`src/rtl/axil_bram_pkg.sv`:
```
// Shared types for the AXI4-Lite to BRAM duplex arbiter.
package axil_bram_pkg;

    // Controller states; StRmwRd is only reachable with AXIL_BRAM_ARB_RMW_EN.
    typedef enum logic [2:0] {
        StIdle   = 3'd0,
        StRdWait = 3'd1,
        StRdResp = 3'd2,
        StWrResp = 3'd3,
        StRmwRd  = 3'd4
    } state_e;

    // Which channel received the most recent grant.
    typedef enum logic {
        GrantRd = 1'b0,
        GrantWr = 1'b1
    } grant_e;

    localparam logic [1:0] AXI_RESP_OKAY = 2'b00;

endpackage

```
`src/rtl/axil_bram_duplex_arbiter_if.sv`:
```
// AXI4-Lite slave bus bundle; master drives requests, slave drives readies and responses.
interface axil_bram_duplex_arbiter_if #(
    parameter int unsigned DATA_WIDTH = 32,
    parameter int unsigned ADDR_WIDTH = 10
);
    logic [ADDR_WIDTH+1:0]   awaddr;
    logic [2:0]              awprot;
    logic                    awvalid;
    logic                    awready;
    logic [DATA_WIDTH-1:0]   wdata;
    logic [DATA_WIDTH/8-1:0] wstrb;
    logic                    wvalid;
    logic                    wready;
    logic [1:0]              bresp;
    logic                    bvalid;
    logic                    bready;
    logic [ADDR_WIDTH+1:0]   araddr;
    logic [2:0]              arprot;
    logic                    arvalid;
    logic                    arready;
    logic [DATA_WIDTH-1:0]   rdata;
    logic [1:0]              rresp;
    logic                    rvalid;
    logic                    rready;

    modport master (
        output awaddr, awprot, awvalid, wdata, wstrb, wvalid, bready,
        output araddr, arprot, arvalid, rready,
        input  awready, wready, bresp, bvalid, arready, rdata, rresp, rvalid
    );

    modport slave (
        input  awaddr, awprot, awvalid, wdata, wstrb, wvalid, bready,
        input  araddr, arprot, arvalid, rready,
        output awready, wready, bresp, bvalid, arready, rdata, rresp, rvalid
    );
endinterface

```
`src/rtl/axil_bram_byte_merge.sv`:
```
// Byte-strobe merge of a new write word over the old stored word.
module axil_bram_byte_merge #(
    parameter int unsigned DATA_WIDTH = 32
) (
    input  logic [DATA_WIDTH-1:0]   i_old,
    input  logic [DATA_WIDTH-1:0]   i_new,
    input  logic [DATA_WIDTH/8-1:0] i_strb,
    output logic [DATA_WIDTH-1:0]   o_merged
);
    // Take each byte from the new word where its strobe is set.
    always_comb begin
        o_merged = i_old;
        for (int b = 0; b < int'(DATA_WIDTH / 8); b++) begin
            if (i_strb[b]) begin
                o_merged[8*b +: 8] = i_new[8*b +: 8];
            end
        end
    end
endmodule

```
`src/rtl/axil_bram_duplex_arbiter.sv`:
```
// AXI4-Lite slave that serialises concurrent reads and writes onto one BRAM port with
// round-robin fairness. Define AXIL_BRAM_ARB_RMW_EN to honour partial write strobes via
// read-modify-write; otherwise every write stores the full word.
module axil_bram_duplex_arbiter
    import axil_bram_pkg::*;
#(
    parameter int unsigned DATA_WIDTH   = 32,
    parameter int unsigned ADDR_WIDTH   = 10,
    parameter int unsigned BRAM_LATENCY = 1
) (
    input  logic                      axi_clock,
    input  logic                      rst,
    axil_bram_duplex_arbiter_if.slave s_axil,
    output logic [ADDR_WIDTH-1:0]     bram_addr,
    output logic [DATA_WIDTH-1:0]     bram_din,
    output logic                      bram_we,
    input  logic [DATA_WIDTH-1:0]     bram_dout
);
    state_e                r_state;
    state_e                w_state_next;
    grant_e                r_last_grant;
    logic [1:0]            r_cnt;
    logic [ADDR_WIDTH-1:0] r_bram_addr;
    logic [DATA_WIDTH-1:0] r_bram_din;
    logic                  r_bram_we;
    logic                  r_bvalid;
    logic                  r_rvalid;
    logic [DATA_WIDTH-1:0] r_rdata;
    logic                  w_wr_req;
    logic                  w_rd_req;
    logic                  w_grant_wr;
    logic                  w_grant_rd;
    logic                  w_wait_done;
    logic                  w_rmw;

    assign w_wr_req    = s_axil.awvalid && s_axil.wvalid;
    assign w_rd_req    = s_axil.arvalid;
    // Wait states span BRAM_LATENCY+1 cycles: address cycle plus the read pipeline.
    assign w_wait_done = (r_cnt == 2'(BRAM_LATENCY));

`ifdef AXIL_BRAM_ARB_RMW_EN
    logic [DATA_WIDTH-1:0]   r_wdata;
    logic [DATA_WIDTH/8-1:0] r_wstrb;
    logic [DATA_WIDTH-1:0]   w_merged;
    logic                    w_unused;

    assign w_rmw    = ~&s_axil.wstrb;
    assign w_unused = ^{s_axil.awprot, s_axil.arprot, s_axil.awaddr[1:0], s_axil.araddr[1:0]};

    axil_bram_byte_merge #(
        .DATA_WIDTH (DATA_WIDTH)
    ) u_byte_merge (
        .i_old    (bram_dout),
        .i_new    (r_wdata),
        .i_strb   (r_wstrb),
        .o_merged (w_merged)
    );
`else
    logic w_unused;

    assign w_rmw    = 1'b0;
    assign w_unused = ^{s_axil.awprot, s_axil.arprot, s_axil.awaddr[1:0], s_axil.araddr[1:0],
                        s_axil.wstrb};
`endif

    // State register.
    always_ff @(posedge axi_clock) begin
        if (rst) begin
            r_state <= StIdle;
        end else begin
            r_state <= w_state_next;
        end
    end

    // Next-state decode.
    always_comb begin
        w_state_next = r_state;
        unique case (r_state)
            StIdle: begin
                if (w_grant_wr) begin
                    w_state_next = w_rmw ? StRmwRd : StWrResp;
                end else if (w_grant_rd) begin
                    w_state_next = StRdWait;
                end
            end
            StRdWait: if (w_wait_done) w_state_next = StRdResp;
            StRdResp: if (s_axil.rready) w_state_next = StIdle;
            StWrResp: if (s_axil.bready) w_state_next = StIdle;
            StRmwRd:  if (w_wait_done) w_state_next = StWrResp;
            default:  w_state_next = StIdle;
        endcase
    end

    // Grant outputs: only in IDLE; on a collision the channel not granted last time wins.
    always_comb begin
        w_grant_wr = 1'b0;
        w_grant_rd = 1'b0;
        if (!rst && r_state == StIdle) begin
            if (w_wr_req && (!w_rd_req || r_last_grant == GrantRd)) begin
                w_grant_wr = 1'b1;
            end else if (w_rd_req) begin
                w_grant_rd = 1'b1;
            end
        end
    end

    // Datapath: BRAM port, response flags, wait counter and fairness history.
    always_ff @(posedge axi_clock) begin
        if (rst) begin
            r_last_grant <= GrantRd;
            r_cnt        <= '0;
            r_bram_addr  <= '0;
            r_bram_din   <= '0;
            r_bram_we    <= 1'b0;
            r_bvalid     <= 1'b0;
            r_rvalid     <= 1'b0;
            r_rdata      <= '0;
`ifdef AXIL_BRAM_ARB_RMW_EN
            r_wdata      <= '0;
            r_wstrb      <= '0;
`endif
        end else begin
            r_bram_we <= 1'b0;
            case (r_state)
                StIdle: begin
                    if (w_grant_wr) begin
                        r_last_grant <= GrantWr;
                        r_bram_addr  <= s_axil.awaddr[ADDR_WIDTH+1:2];
                        r_cnt        <= '0;
`ifdef AXIL_BRAM_ARB_RMW_EN
                        r_wdata      <= s_axil.wdata;
                        r_wstrb      <= s_axil.wstrb;
`endif
                        if (!w_rmw) begin
                            r_bram_din <= s_axil.wdata;
                            r_bram_we  <= 1'b1;
                            r_bvalid   <= 1'b1;
                        end
                    end else if (w_grant_rd) begin
                        r_last_grant <= GrantRd;
                        r_bram_addr  <= s_axil.araddr[ADDR_WIDTH+1:2];
                        r_cnt        <= '0;
                    end
                end
                StRdWait: begin
                    if (w_wait_done) begin
                        r_rdata  <= bram_dout;
                        r_rvalid <= 1'b1;
                    end else begin
                        r_cnt <= r_cnt + 2'd1;
                    end
                end
                StRdResp: if (s_axil.rready) r_rvalid <= 1'b0;
                StWrResp: if (s_axil.bready) r_bvalid <= 1'b0;
`ifdef AXIL_BRAM_ARB_RMW_EN
                StRmwRd: begin
                    if (w_wait_done) begin
                        r_bram_din <= w_merged;
                        r_bram_we  <= 1'b1;
                        r_bvalid   <= 1'b1;
                    end else begin
                        r_cnt <= r_cnt + 2'd1;
                    end
                end
`endif
                default: ;
            endcase
        end
    end

    assign s_axil.awready = w_grant_wr;
    assign s_axil.wready  = w_grant_wr;
    assign s_axil.arready = w_grant_rd;
    assign s_axil.bvalid  = r_bvalid;
    assign s_axil.bresp   = AXI_RESP_OKAY;
    assign s_axil.rvalid  = r_rvalid;
    assign s_axil.rdata   = r_rdata;
    assign s_axil.rresp   = AXI_RESP_OKAY;
    assign bram_addr      = r_bram_addr;
    assign bram_din       = r_bram_din;
    assign bram_we        = r_bram_we;
endmodule

```
`src/flat_wrapper.sv`:
```
// flat-port wrapper written by rule: the top's interface ports become plain ports
module axil_bram_duplex_arbiter_flat import axil_bram_pkg::*;
#(
    parameter int unsigned DATA_WIDTH   = 32,
    parameter int unsigned ADDR_WIDTH   = 10,
    parameter int unsigned BRAM_LATENCY = 1
)
  (axi_clock, rst, bram_addr, bram_din, bram_we, bram_dout, s_axil_awaddr, s_axil_awprot, s_axil_awvalid, s_axil_wdata, s_axil_wstrb, s_axil_wvalid, s_axil_bready, s_axil_araddr, s_axil_arprot, s_axil_arvalid, s_axil_rready, s_axil_awready, s_axil_wready, s_axil_bresp, s_axil_bvalid, s_axil_arready, s_axil_rdata, s_axil_rresp, s_axil_rvalid);
  axil_bram_duplex_arbiter_if #(.DATA_WIDTH(DATA_WIDTH), .ADDR_WIDTH(ADDR_WIDTH)) s_axil_i ();
  input  logic axi_clock;
  input  logic rst;
  output logic [ADDR_WIDTH-1:0] bram_addr;
  output logic [DATA_WIDTH-1:0] bram_din;
  output logic bram_we;
  input  logic [DATA_WIDTH-1:0] bram_dout;
  input wire logic [$bits(s_axil_i.awaddr)-1:0] s_axil_awaddr;
  input wire logic [$bits(s_axil_i.awprot)-1:0] s_axil_awprot;
  input wire logic [$bits(s_axil_i.awvalid)-1:0] s_axil_awvalid;
  input wire logic [$bits(s_axil_i.wdata)-1:0] s_axil_wdata;
  input wire logic [$bits(s_axil_i.wstrb)-1:0] s_axil_wstrb;
  input wire logic [$bits(s_axil_i.wvalid)-1:0] s_axil_wvalid;
  input wire logic [$bits(s_axil_i.bready)-1:0] s_axil_bready;
  input wire logic [$bits(s_axil_i.araddr)-1:0] s_axil_araddr;
  input wire logic [$bits(s_axil_i.arprot)-1:0] s_axil_arprot;
  input wire logic [$bits(s_axil_i.arvalid)-1:0] s_axil_arvalid;
  input wire logic [$bits(s_axil_i.rready)-1:0] s_axil_rready;
  output wire logic [$bits(s_axil_i.awready)-1:0] s_axil_awready;
  output wire logic [$bits(s_axil_i.wready)-1:0] s_axil_wready;
  output wire logic [$bits(s_axil_i.bresp)-1:0] s_axil_bresp;
  output wire logic [$bits(s_axil_i.bvalid)-1:0] s_axil_bvalid;
  output wire logic [$bits(s_axil_i.arready)-1:0] s_axil_arready;
  output wire logic [$bits(s_axil_i.rdata)-1:0] s_axil_rdata;
  output wire logic [$bits(s_axil_i.rresp)-1:0] s_axil_rresp;
  output wire logic [$bits(s_axil_i.rvalid)-1:0] s_axil_rvalid;
  assign s_axil_i.awaddr = s_axil_awaddr;
  assign s_axil_i.awprot = s_axil_awprot;
  assign s_axil_i.awvalid = s_axil_awvalid;
  assign s_axil_i.wdata = s_axil_wdata;
  assign s_axil_i.wstrb = s_axil_wstrb;
  assign s_axil_i.wvalid = s_axil_wvalid;
  assign s_axil_i.bready = s_axil_bready;
  assign s_axil_i.araddr = s_axil_araddr;
  assign s_axil_i.arprot = s_axil_arprot;
  assign s_axil_i.arvalid = s_axil_arvalid;
  assign s_axil_i.rready = s_axil_rready;
  assign s_axil_awready = s_axil_i.awready;
  assign s_axil_wready = s_axil_i.wready;
  assign s_axil_bresp = s_axil_i.bresp;
  assign s_axil_bvalid = s_axil_i.bvalid;
  assign s_axil_arready = s_axil_i.arready;
  assign s_axil_rdata = s_axil_i.rdata;
  assign s_axil_rresp = s_axil_i.rresp;
  assign s_axil_rvalid = s_axil_i.rvalid;
  axil_bram_duplex_arbiter #(.DATA_WIDTH(DATA_WIDTH), .ADDR_WIDTH(ADDR_WIDTH), .BRAM_LATENCY(BRAM_LATENCY)) u_core (.axi_clock(axi_clock), .rst(rst), .s_axil(s_axil_i), .bram_addr(bram_addr), .bram_din(bram_din), .bram_we(bram_we), .bram_dout(bram_dout));
endmodule
```
`config.mk`:
```
export PLATFORM = sky130hd
export DESIGN_NAME = axil_bram_duplex_arbiter_flat
export DESIGN_NICKNAME = d
export VERILOG_FILES = /design/src/rtl/axil_bram_pkg.sv /design/src/rtl/axil_bram_duplex_arbiter_if.sv /design/src/rtl/axil_bram_byte_merge.sv /design/src/rtl/axil_bram_duplex_arbiter.sv /design/src/flat_wrapper.sv
export SDC_FILE = /design/constraint.sdc
export NUM_CORES = 1
export LEC_CHECK = 0
export BUFFER_PORTS_ARGS = -buffer_cell sky130_fd_sc_hd__buf_2
export CORE_MARGIN = 4
export CORE_UTILIZATION = 30
export CTS_BUF_LIST = sky130_fd_sc_hd__clkbuf_4 sky130_fd_sc_hd__clkbuf_8 sky130_fd_sc_hd__clkbuf_16
export CTS_CLUSTER_SIZE = 10
export DETAILED_ROUTE_END_ITERATION = 6
export PLACE_DENSITY = 0.64
export SYNTH_ARGS = -nofsm -noshare
export SYNTH_HDL_FRONTEND = slang
export SYNTH_SLANG_ARGS = --single-unit
```
`constraint.sdc`:
```
create_clock -name axi_clock -period 1.2 [get_ports axi_clock]
set_input_delay 0.12 -clock axi_clock [delete_from_list [all_inputs] [get_ports axi_clock]]
set_output_delay 0.12 -clock axi_clock [all_outputs]
set_load 0.005 [all_outputs]
```
==> reports/qor.txt <==
Outcome: complete, but fails checks
Failing checks: setup timing
Largest net degree at the start of global routing: 28
Crit share post-route: 121%
Initial antenna violation count: 0
Max Freq: 688 MHz
Post-Syn Area per Cell: 9.49 sq um
Sink Count: 82
Critical path class: flop to primary output
Top-Level Pins: 189
Final layout net count: 663
Final hold vios: 0
Max IR drop VDD: 0.746 mV
Post-route minimum period: 1450 ps
Post-route DRC violation count: 0
Post-Route Setup TNS: -11,920 ps
Post-Place Setup Slack: -131 ps
Cell Area, Synth: 3410 sq um
FF/Latch Area: 1650 sq um
Vias in the first global route: 3,246
Power Dens Cells: 1160 nW/um^2
CP Max Fanout: 4
Starting DRC count in detailed routing: 157
First-pass GRT wire length: 16,000 um
Final wirelength: 10,500 um
CP required: 1080 ps
Yosys warns: 0
CTS tree: yes
GRT overflow: 0
Die Wd: 115 um
RSZ-0062 raised after global routing: true
Hold depth: 2
Setup slack after layout: -254 ps
Commonest non-fill, non-tap cells in the layout: buf_2, dfxtp_1, nand2_1
Initial Util: 31.0%
Clock Pin Slew Worst Setup and Hold Paths: 60 ps
Most common cell after layout, fill and taps aside: buf_2
CTS buffer count: 9
Clk buf depth: 2
Critical path origin: u_core.r_state[0]$_SDFFE_PP0P_
R2r worst-path depth: 5
DP HPWL: 6640 um
FILL cells: 1,001
Final Max Slew Viols: 0
Ratio of cells with drive above 1 in the final layout: 61.3%
Critical path endpoint category: primary output
P&R area growth vs syn: 62.0%
Antenna cells: 0
Critical hold path startpoint: s_axil_wdata[21]
GP Congestion: 0.775
Post-synthesis sequential area ratio: 48.2%
Max-Cap Viols: 0
Crit path DAT: 1330 ps
Core ar.: 11,000 sq um
DIE HEIGHT: 115 um
WL per Instance: 15.0 um
Total Routing Usage GR: 15.4%
Hold Crit Class: input pin to flop
R2R setup slack: -240 ps
I/O Buffers: 170
CTS root buffer: clkbuf_16
Drt via density: 4.68
FF+latch count, synth: 82
DR vias: 3,274
Die area: 13,100 sq um
First-pass detailed-route iteration total: 7
Lkg Pwr: 0.00269 uW
Multi-input gate area: 1900 sq um
Cells after synthesis: 359
Crit start category: flop
FP Rows: 38
Clk_skew: 5.52 ps
Antenna viol nets, final: 0
RR Startpoint: u_core.r_state[0]$_SDFFE_PP0P_
# H-tree levels: 3
Endpoints failing setup: 82
Distinct cells, synth: 34
Clk_lat worst skew: 330 ps
-- cell usage after synthesis --
cell type / n / area share, %
buf_4: 6 / 1.3
nor2_1: 4 / 0.44
buf_1: 2 / 0.22
and2_1: 3 / 0.55
a221oi_1: 1 / 0.26
and3b_1: 1 / 0.26
conb_1: 1 / 0.11
a211oi_1: 1 / 0.22
ha_1: 1 / 0.37
nand3_1: 10 / 1.5
clkbuf_1: 8 / 0.88
a21o_1: 1 / 0.22
nand2b_1: 1 / 0.18
dfxtp_1: 82 / 48
a2bb2oi_1: 1 / 0.26
o21a_1: 1 / 0.22
a21oi_1: 47 / 6.9
o21ai_0: 13 / 1.9
or3_1: 1 / 0.18
nor3b_1: 1 / 0.22
nor3_4: 1 / 0.48
nand3b_1: 1 / 0.22
buf_6: 3 / 0.99
mux2_4: 28 / 12
inv_1: 5 / 0.55
mux2_2: 4 / 1.3
nand2_1: 70 / 7.7
o31ai_1: 2 / 0.44
nor2b_1: 28 / 5.1
nand3_4: 1 / 0.51
or4_1: 1 / 0.22
buf_2: 14 / 2.1
a311oi_1: 10 / 2.6
and2b_1: 5 / 1.1
-- per-stage QoR --
stage / area (sq um) / std cells / hold slack, ps / util (%) / power [uW]
finish: 5520 / 700 / 14.0 / 50.3 / 6390
global route: 5520 / 700 / 1.74 / 50.3 / 6690
CTS: 5260 / 700 / 0.539 / 47.9 / 6410
detailed placement: 4480 / 662 / 350 / 40.8 / 3740
global placement: 4480 / 662 / 346 / 40.8 / 3720
floorplan: 3420 / 362 / 256 / - / 3370
-- where the power goes --
group	switching, uW	internal (uW)
registers	63.5	2840
clock network	1040	1450
logic	432	556
total	1540	4850
-- repair_timing --
item / CTS / global route
hold buffers: 1 / 0
pin swaps: 15 / 34
buffers inserted: 14 / 2
hold endpoints to repair: 1 / 0
gates resized for setup: 64 / 73
gates cloned: 9 / 2
endpoints found under the setup margin: 81 / 84
-- layout make-up --
cell class | instances | share of cell area (%)
Inverter | 5 | 0.566
Clock buffer | 11 | 4.46
Clock inverter | 3 | 0.317
Multi-Input combinational cell | 242 | 34.4
Tap cell | 140 | 3.17
Timing Repair Buffer | 217 | 27.2
Sequential cell | 82 | 29.9
-- worst max-delay path, cell delays in order, from the launching register on --
cell	delay, ps
dfxtp_4	360
nor3_4	230
buf_6	140
o21ai_2	40
nor2_1	110
buf_2	130
-- sequential cells by signal, indices dropped and copies added, names as in the netlist --
| name | count |
|---|---|
| u_core.r_state | 2 |
| u_core.s_axil.rdata | 32 |
| u_core.s_axil.rvalid | 1 |
| u_core.bram_addr | 10 |
| u_core.r_last_grant | 1 |
| u_core.r_cnt | 2 |
| u_core.bram_din | 32 |
| u_core.s_axil.bvalid | 1 |
| u_core.bram_we | 1 |
-- logic make-up after synthesis --
kind of cell	share of synthesized area (%)
simple gates	18.7
other cells	0.110
buf+inv	6.02
compound gates	13.0
fa+ha+maj	0.367
flops	48.2
mux	13.7
-- path summary, 6_finish.rpt --
kind	endpoint
setup / recovery	s_axil_arready
hold / removal	u_core.bram_din[21]$_SDFFE_PP0P_
setup reg to reg	u_core.bram_din[13]$_SDFFE_PP0P_
hold reg to reg	u_core.s_axil.rdata[9]$_SDFFE_PP0P_
-- routing by layer --
metal | share of wire, % | vias up | wire, um | GRT usage, %
met3 | 7.0 | 10 | 732 | 3.70
li1 | - | 1605 | - | -
met2 | 50 | 119 | 5240 | 26.2
met1 | 42 | 1540 | 4390 | 19.0
met5 | 0 | - | 0 | 0
met4 | 1.1 | 0 | 112 | 4.83
Power figures use the tool's default switching activity.
